## config.mk

```make
export PLATFORM = sky130hd
export DESIGN_NAME = mem_master
export DESIGN_NICKNAME = d
export VERILOG_FILES = /design/src/rtl/mem_master.sv
export SDC_FILE = /design/constraint.sdc
export NUM_CORES = 1
export LEC_CHECK = 0
export BUFFER_PORTS_ARGS = -buffer_cell sky130_fd_sc_hd__buf_4
export CORE_MARGIN = 10
export CORE_UTILIZATION = 45
export DETAILED_ROUTE_END_ITERATION = 16
export PLACE_DENSITY = 0.64
export REMOVE_ABC_BUFFERS = 1
export SYNTH_ARGS = -nofsm -noshare
export SYNTH_HDL_FRONTEND = slang
export SYNTH_SLANG_ARGS = --single-unit
```

## constraint.sdc

```tcl
create_clock -name clk -period 2.4 [get_ports clk]
set_input_delay 0.24 -clock clk [delete_from_list [all_inputs] [get_ports clk]]
set_output_delay 0.24 -clock clk [all_outputs]
set_load 0.02 [all_outputs]
```

## src/rtl/mem_master.sv

```systemverilog
// Valid/ready SRAM initiator: command FIFO, one-at-a-time request issue, one response per command.
// Optional REQ watchdog enabled by defining MEM_MASTER_TIMEOUT_EN.
module mem_master #(
  parameter int ADDR_WIDTH = 3,
  parameter int WIDTH      = 8,
  parameter int FIFO_AW    = 2,
  parameter int TIMEOUT    = 15
) (
  input  logic                  clk,
  input  logic                  rst,
  input  logic                  cmd_valid,
  output logic                  cmd_ready,
  input  logic                  cmd_wr,
  input  logic [ADDR_WIDTH-1:0] cmd_addr,
  input  logic [WIDTH-1:0]      cmd_wdata,
  output logic                  rsp_valid,
  output logic                  rsp_wr,
  output logic [WIDTH-1:0]      rsp_data,
  output logic                  rsp_err,
  output logic                  mem_valid,
  output logic                  mem_wr_en,
  output logic [ADDR_WIDTH-1:0] mem_addr,
  output logic [WIDTH-1:0]      mem_wdata,
  input  logic                  mem_ready,
  input  logic [WIDTH-1:0]      mem_rdata
);
  localparam int DEPTH = 1 << FIFO_AW;
  localparam logic [FIFO_AW:0] FULL_CNT = DEPTH[FIFO_AW:0];

  typedef struct packed {
    logic                  wr;
    logic [ADDR_WIDTH-1:0] addr;
    logic [WIDTH-1:0]      wdata;
  } cmd_t;

  typedef enum logic [1:0] {IDLE, REQ, DRAIN} state_t;

  cmd_t               fifo_q [DEPTH];
  cmd_t               head;
  logic [FIFO_AW-1:0] wptr_q, rptr_q;
  logic [FIFO_AW:0]   cnt_q;
  state_t             state_q, state_d;
  logic               push, pop, empty, full, done, tmo_hit;

  assign empty     = (cnt_q == '0);
  assign full      = (cnt_q == FULL_CNT);
  assign cmd_ready = !full;
  assign push      = cmd_valid && !full;
  assign head      = fifo_q[rptr_q];

  // Storage needs no reset; occupancy is tracked by cnt_q.
  always_ff @(posedge clk) begin
    if (push) fifo_q[wptr_q] <= cmd_t'{cmd_wr, cmd_addr, cmd_wdata};
  end

  always_ff @(posedge clk or negedge rst) begin
    if (!rst) begin
      wptr_q <= '0;
      rptr_q <= '0;
      cnt_q  <= '0;
    end else begin
      if (push) wptr_q <= wptr_q + FIFO_AW'(1);
      if (pop)  rptr_q <= rptr_q + FIFO_AW'(1);
      case ({push, pop})
        2'b10:   cnt_q <= cnt_q + (FIFO_AW+1)'(1);
        2'b01:   cnt_q <= cnt_q - (FIFO_AW+1)'(1);
        default: cnt_q <= cnt_q;
      endcase
    end
  end

`ifdef MEM_MASTER_TIMEOUT_EN
  localparam logic [7:0] TMO_LAST = 8'(TIMEOUT - 1);
  logic [7:0] tmo_q;

  assign tmo_hit = (state_q == REQ) && !mem_ready && (tmo_q == TMO_LAST);

  always_ff @(posedge clk or negedge rst) begin
    if (!rst)                tmo_q <= '0;
    else if (pop)            tmo_q <= '0;
    else if (state_q == REQ) tmo_q <= tmo_q + 8'd1;
  end

  always_ff @(posedge clk or negedge rst) begin
    if (!rst)         rsp_err <= 1'b0;
    else if (done)    rsp_err <= 1'b0;
    else if (tmo_hit) rsp_err <= 1'b1;
  end
`else
  logic [31:0] unused_tmo;
  assign unused_tmo = TIMEOUT;
  assign tmo_hit    = 1'b0;
  assign rsp_err    = 1'b0;
`endif

  always_ff @(posedge clk or negedge rst) begin
    if (!rst) state_q <= IDLE;
    else      state_q <= state_d;
  end

  // Pops only while mem_ready is low: the responder's trailing ready must clear first.
  always_comb begin
    state_d = state_q;
    pop     = 1'b0;
    done    = 1'b0;
    case (state_q)
      IDLE: if (!empty && !mem_ready) begin
        pop     = 1'b1;
        state_d = REQ;
      end
      REQ: if (mem_ready) begin
        done    = 1'b1;
        state_d = DRAIN;
      end else if (tmo_hit) begin
        state_d = DRAIN;
      end
      DRAIN: if (!mem_ready) begin
        if (!empty) begin
          pop     = 1'b1;
          state_d = REQ;
        end else begin
          state_d = IDLE;
        end
      end
      default: state_d = IDLE;
    endcase
  end

  always_ff @(posedge clk or negedge rst) begin
    if (!rst) begin
      mem_valid <= 1'b0;
      mem_wr_en <= 1'b0;
      mem_addr  <= '0;
      mem_wdata <= '0;
      rsp_valid <= 1'b0;
      rsp_wr    <= 1'b0;
      rsp_data  <= '0;
    end else begin
      rsp_valid <= 1'b0;
      if (pop) begin
        mem_valid <= 1'b1;
        mem_wr_en <= head.wr;
        mem_addr  <= head.addr;
        mem_wdata <= head.wdata;
      end
      if (done || tmo_hit) begin
        mem_valid <= 1'b0;
        rsp_valid <= 1'b1;
        rsp_wr    <= mem_wr_en;
        rsp_data  <= (done && !mem_wr_en) ? mem_rdata : '0;
      end
    end
  end
endmodule
```

==> flow_summary.rst, run 1 <==
.. list-table::
   :header-rows: 1

   * - Metric
     - Value
   * - Yosys cell types
     - 29
   * - Wire length of the first global-routing pass
     - 9270 um
   * - Total track usage
     - 10.8%
   * - Clock insertion delay at the later pin of the skew report
     - 0.34 ns
   * - Fraction of final layout cells with drive strength greater than 1
     - 38.3%
   * - Worst setup slack for register-to-register paths
     - 0.20 ns
   * - Classification of the worst-slack hold path
     - in2reg
   * - Count of endpoints failing hold in the final timing report
     - 0
   * - Number of diodes
     - 0
   * - Design internal power
     - 0.00349 W
   * - TritonCTS clock tree
     - yes
   * - Starting density of the core
     - 46.4%
   * - Total die area
     - 0.0108 mm2
   * - Height of the die
     - 104 um
   * - Worst endpoint data arrival time
     - 2.47 ns
   * - Final clock skew
     - 0.0109 ns
   * - Total of flip-flops plus latches after synthesis
     - 80
   * - Top-Level Pins
     - 49
   * - Pwr Density
     - 1310 mW/mm2
   * - Relative contribution of combinational cells to total power
     - 33.7%
   * - Share of total power in the clock network
     - 22.9%
   * - Via count of the first global-routing pass
     - 1760
   * - Final slew viol count
     - 0
   * - RSZ-0062 raised after global routing
     - false
   * - Clock tree root driver cell
     - clkbuf_8
   * - # port buffers
     - 47
   * - Syn. warnings
     - 0
   * - TritonCTS Sinks
     - 80
   * - Startpoint Class
     - register
   * - Peak fanout along the critical path
     - 6
   * - Highest metal layer with signal wires
     - met4
   * - Endpoint type of the worst setup path
     - register
   * - Least-Margin Pin Slew
     - 0.674 ns
   * - Number of buffers created by CTS
     - 9
   * - Fmax achieved
     - 455 MHz
   * - Post-synth top cells
     - edfxtp_1 (48), dfrtp_1 (32), mux4_2 (12)
   * - Routed wire length
     - 5500 um
   * - Dominant cell type by area after synthesis
     - edfxtp_1
   * - Syn_area_per_cell
     - 18.0 um2
   * - Total number of H-tree levels
     - 3
   * - Row count
     - 30
   * - Routed Antenna Nets
     - 0
   * - Maxcap violations
     - 0
   * - Final period utilization
     - 91.6%
   * - Detail Route met2 WL
     - 2670 um
   * - Violation count after the first detailed-routing iteration
     - 46
   * - Post-layout net count
     - 260
   * - Sum of routed wire segments on met1
     - 2480 um
   * - Switch share
     - 30.7%
   * - Outcome
     - finished clean
   * - Number of antenna violations at the first check in global routing
     - 0
   * - Share of the synthesized area in the top cell type
     - 45.5%
   * - Cell count after placement
     - 314
   * - Clock input transition at the sequential cells of the worst setup and hold paths
     - 0.08 ns
   * - Total via count in the routed design
     - 1598
   * - Width of the die
     - 104 um
   * - Count of cells resized by post-cts repair
     - 0
   * - Sum of negative setup slack
     - 0 ns
   * - Area of the mapped netlist
     - 0.00317 mm2
   * - Half-perimeter wire length after detailed placement
     - 3660 um
   * - Non-filler instance count after layout
     - 331
   * - Wire length per cell after detailed routing
     - 16.6 um
   * - Buffer levels on the longest clock path
     - 2
   * - Count of flip-flops with a built-in enable after synthesis
     - 48
   * - Vias per std cell
     - 4.83
   * - Standby leakage power
     - 1.57 nW
   * - Detailed Routing Iterations Pass 1
     - 4
   * - Most repeated cell in the gate-level netlist after synthesis
     - edfxtp_1
   * - Setup-failing EPs final
     - 0
   * - # DRC
     - 0
   * - Layout Area Growth over Synthesis
     - 21.3%
   * - Slew margin rel.
     - 55.0%
   * - Worst Path Required
     - 2.67 ns
   * - Commonest register cell after synthesis
     - edfxtp_1
   * - Total overflow reported by the global router
     - 0
   * - Sum of internal, switching and leakage power
     - 0.00504 W
   * - Worst hold margin
     - 0.0944 ns
   * - Portion of total power attributed to sequential cells
     - 43.4%
   * - Min Clock Period, post-route
     - 2.20 ns
   * - Wire length on met3
     - 251 um
   * - IR Drop Worst-Case VDD
     - 0.785 mV
   * - Cell types occupying the most area after synthesis
     - edfxtp_1 (45%), dfrtp_1 (25%), mux4_2 (8.5%), mux2_2 (2.8%), mux2_4 (2.8%)
   * - Routability Congestion
     - 0.719
   * - Post-synthesis sequential area ratio
     - 70.7%
   * - Critical Setup Path Class
     - reg2reg
   * - Core Area
     - 0.00683 mm2
   * - Cells after synthesis
     - 176
   * - Largest net degree at the start of global routing
     - 33
   * - Switching power total
     - 0.00155 W
   * - FFs w/ async S/R, synth
     - 40.0%
area by class of cell:
cell class              instances  area, um2
clock buffers                  10        128
flip-flops and latches         80       2240
inverters                       8       30.0
fillers                       550       2990
clock inverters                 6        108
repair buffers                 50        390
multi-input cells              81        827
well taps                      96        120
kinds of logic after synthesis:
logic type | synth area share, %
buf+inv | 3.16
mux | 14.5
simple gates | 5.53
compound gates | 1.66
xor+xnor | 1.66
flops | 70.7
other cells | 0.118
fa+ha+maj | 2.61
worst max-delay path, stage by stage (launching register included):
cell     delay (ns)
dfrtp_1        0.42
or3b_1         0.46
and2_4         0.20
inv_1          0.05
ha_1           0.17
inv_1          0.06
fa_1           0.37
xor2_1         0.15
nor2_1         0.11
xor2_1         0.15
path summary, 6_finish.rpt:
kind,startpoint,end,depth (start not counted)
setup reg to reg,cnt_q[0],cnt_q[2],9
hold reg to reg,rsp_data[4],rsp_data[4],2
min in group asynchronous,rst,rsp_data[5],2
hold / removal,cmd_addr[1],fifo_q[1][9],1
max in group asynchronous,rst,mem_addr[2],2
setup / recovery,cnt_q[0],cnt_q[2],9
routing by layer:
metal,up-vias,global-route usage (%)
met5,-,0
met4,0,4.77
met3,8,3.22
met2,45,17.5
met1,792,13.1
li1,753,-
power by group through the flow:
stage                     Sequential [W]  Clock, W  Combinational, W
after global placement           0.00221         0           0.00171
after CTS                        0.00220   0.00118           0.00174
after floorplan                  0.00241         0          0.000871
after global routing             0.00226   0.00125           0.00186
final                            0.00219   0.00115           0.00170
after detailed placement         0.00223         0           0.00174
repair_timing:
item | CTS | global route
hold buffers | 1 | 0
hold endpoints to repair | 32 | 0
setup buffers | 0 | 0
state kept, by name (all words and copies together), names as in the netlist, 2 cells and up:
signal,count
mem_addr,3
state_q,2
cnt_q,3
wptr_q,2
fifo_q,48
rsp_data,8
rptr_q,2
mem_wdata,8
cells in the final DEF, fill, tap and decap left out:
master / count
edfxtp_1: 48
buf_4: 48
dfrtp_1: 32
mux4_2: 12
nand2b_1: 10
nand2_1: 10
o21ai_0: 9
clkbuf_8: 9
inv_1: 8
mux2_2: 8
mux2_4: 6
ha_1: 5
and3_1: 4
xnor2_1: 4
bufinv_16: 3
xor2_1: 2
nand3b_1: 1
nor3_1: 1
or3_1: 1
or3b_1: 1
and2_4: 1
mux2i_1: 1
or4b_1: 1
nor2_1: 1
a21boi_0: 1
fa_1: 1
conb_1: 1
clkinv_2: 1
clkbuf_1: 1
clkinv_4: 1
clkinv_1: 1
dlygate4sd3_1: 1
buf_12: 1
through the flow:
stage / cell area (um2) / util [%] / worst slack [ns]
floorplan: 3100 / - / 0.185
global placement: 3600 / 52.7 / 0.242
detailed placement: 3600 / 52.7 / 0.204
CTS: 3840 / 56.3 / 0.187
global route: 3840 / 56.3 / 0.0438
finish: 3840 / 56.3 / 0.201
Note: power is estimated with default switching activity, not from simulation.
==> run 2: changes to the inputs <==
CORE_MARGIN = unset   (was 10)
==> flow_summary.rst, run 2 (synthesis results as in run 1) <==
.. list-table::
   :header-rows: 1

   * - Metric
     - Value
   * - Total via count in the routed design
     - 1586
   * - TritonCTS Sinks
     - 80
   * - Post-detailed-placement cell area
     - 0.00360 mm2
   * - Total track usage
     - 15.5%
   * - Total overflow reported by the global router
     - 0
   * - Number of diodes
     - 0
   * - Classification of the worst-slack hold path
     - in2reg
   * - Clock tree root driver cell
     - clkbuf_8
   * - Height of the die
     - 85.9 um
   * - Endpoint type of the worst setup path
     - register
   * - Slew margin rel.
     - 56.1%
   * - Final period utilization
     - 92.2%
   * - # DRC
     - 0
   * - Routability Congestion
     - 0.674
   * - Critical Setup Path Class
     - reg2reg
   * - Outcome
     - finished clean
   * - Layout Area Growth over Synthesis
     - 18.8%
   * - Cell count after placement
     - 314
   * - Setup-failing EPs final
     - 0
   * - Non-filler instance count after layout
     - 331
   * - Regs by FF count
     - fifo_q (48), mem_wdata (8), rsp_data (8)
   * - Share of total power in the clock network
     - 17.5%
   * - Clock insertion delay at the later pin of the skew report
     - 0.34 ns
   * - Largest net degree at the start of global routing
     - 33
   * - Finished layout cell area
     - 0.00377 mm2
   * - Violation count after the first detailed-routing iteration
     - 57
   * - Switching power total
     - 0.00152 W
   * - Worst hold margin
     - 0.0981 ns
   * - Switch share
     - 32.4%
   * - Routed wire length
     - 5100 um
   * - Routed Antenna Nets
     - 0
   * - Wire length of the first global-routing pass
     - 8310 um
   * - Detailed Routing Iterations Pass 1
     - 5
   * - Register name with the most flops
     - fifo_q
   * - Buffer levels on the longest clock path
     - 2
   * - Least-Margin Pin Slew
     - 0.659 ns
   * - IR Drop Worst-Case VDD
     - 0.562 mV
   * - Core Area
     - 0.00679 mm2
   * - Wire length per cell after detailed routing
     - 15.4 um
   * - Final clock skew
     - 0.0111 ns
   * - Count of endpoints failing hold in the final timing report
     - 0
   * - Post-layout net count
     - 260
   * - Total die area
     - 0.00738 mm2
   * - Peak fanout along the critical path
     - 6
   * - Top-Level Pins
     - 49
   * - Standby leakage power
     - 1.53 nW
   * - TritonCTS clock tree
     - yes
   * - Fraction of final layout cells with drive strength greater than 1
     - 37.4%
   * - Via count of the first global-routing pass
     - 1698
   * - Number of antenna violations at the first check in global routing
     - 0
   * - Final slew viol count
     - 0
   * - Startpoint Class
     - register
   * - Fmax achieved
     - 452 MHz
   * - Row count
     - 30
   * - Most frequent cells in the layout
     - edfxtp_1 (48), buf_4 (48), dfrtp_1 (32), mux4_2 (12)
   * - Worst Path Required
     - 2.67 ns
   * - Maxcap violations
     - 0
   * - Design internal power
     - 0.00317 W
   * - Number of buffers created by CTS
     - 9
   * - Starting density of the core
     - 46.6%
   * - Flip-flop count of the largest register after layout
     - 48
   * - Width of the die
     - 85.9 um
   * - Pwr Density
     - 1250 mW/mm2
   * - Min Clock Period, post-route
     - 2.21 ns
   * - Sum of negative setup slack
     - 0 ns
   * - Vias per std cell
     - 4.79
   * - Portion of total power attributed to sequential cells
     - 46.6%
   * - RSZ-0062 raised after global routing
     - false
   * - Relative contribution of combinational cells to total power
     - 35.9%
   * - Half-perimeter wire length after detailed placement
     - 3230 um
   * - # port buffers
     - 47
   * - Total number of H-tree levels
     - 3
   * - Worst endpoint data arrival time
     - 2.48 ns
   * - Clock input transition at the sequential cells of the worst setup and hold paths
     - 0.08 ns
==> run 2: path summary, 6_finish.rpt <==
path	slack, ns	depth (start not counted)	endpoint	start
hold / removal	0.1	1	fifo_q[0][3]	cmd_wdata[3]
max in group asynchronous	1.69	2	mem_wdata[0]	rst
setup reg to reg	0.19	9	cnt_q[2]	cnt_q[0]
hold reg to reg	0.48	2	mem_valid	mem_valid
min in group asynchronous	0.39	2	mem_wdata[7]	rst
setup / recovery	0.19	9	cnt_q[2]	cnt_q[0]
==> run 2: routing by layer <==
| metal | share of wire (%) | GRT usage [%] | vias to the layer above |
|---|---|---|---|
| li1 | - | - | 748 |
| met1 | 45 | 19.2 | 784 |
| met2 | 49 | 25.8 | 45 |
| met3 | 4.9 | 3.37 | 9 |
| met4 | 1.5 | 7.58 | 0 |
| met5 | 0 | 0 | - |
==> run 2: area by class of cell <==
cell class	count	area, um2
fillers	557	3030
flip-flops and latches	80	2240
multi-input cells	81	827
repair buffers	50	390
clock buffers	11	131
well taps	96	120
inverters	8	30.0
clock inverters	5	25.0
==> run 2: power by group through the flow <==
stage	sequential, W	combinational [W]	clock [W]
after floorplan	0.00241	0.000871	0
after global placement	0.00222	0.00169	0
after detailed placement	0.00223	0.00171	0
after CTS	0.00221	0.00172	0.000844
after global routing	0.00225	0.00184	0.000902
final	0.00219	0.00168	0.000820
==> run 2: repair_timing <==
action                                  CTS  global route
endpoints found under the setup margin    0             0
setup buffers                             0             0
endpoints found under the hold margin    32             0
resized for setup                         0             0
hold buffers                              1             0
==> run 2: stage by stage <==
stage	setup WS [ns]	power [W]	util (%)
after global routing	0.0266	0.00500	55.4
after global placement	0.237	0.00391	53.0
after CTS	0.169	0.00477	55.4
after floorplan	0.185	0.00328	-
after detailed placement	0.173	0.00394	53.0
final	0.187	0.00469	55.4
==> run 2: worst max-delay path: stages (launching register included) <==
cell and delay (ns):
dfrtp_1 0.42, or3b_1 0.46, and2_4 0.20, inv_1 0.05
ha_1 0.17, inv_1 0.06, fa_1 0.37, xor2_1 0.15
nor2_1 0.11, xor2_1 0.16
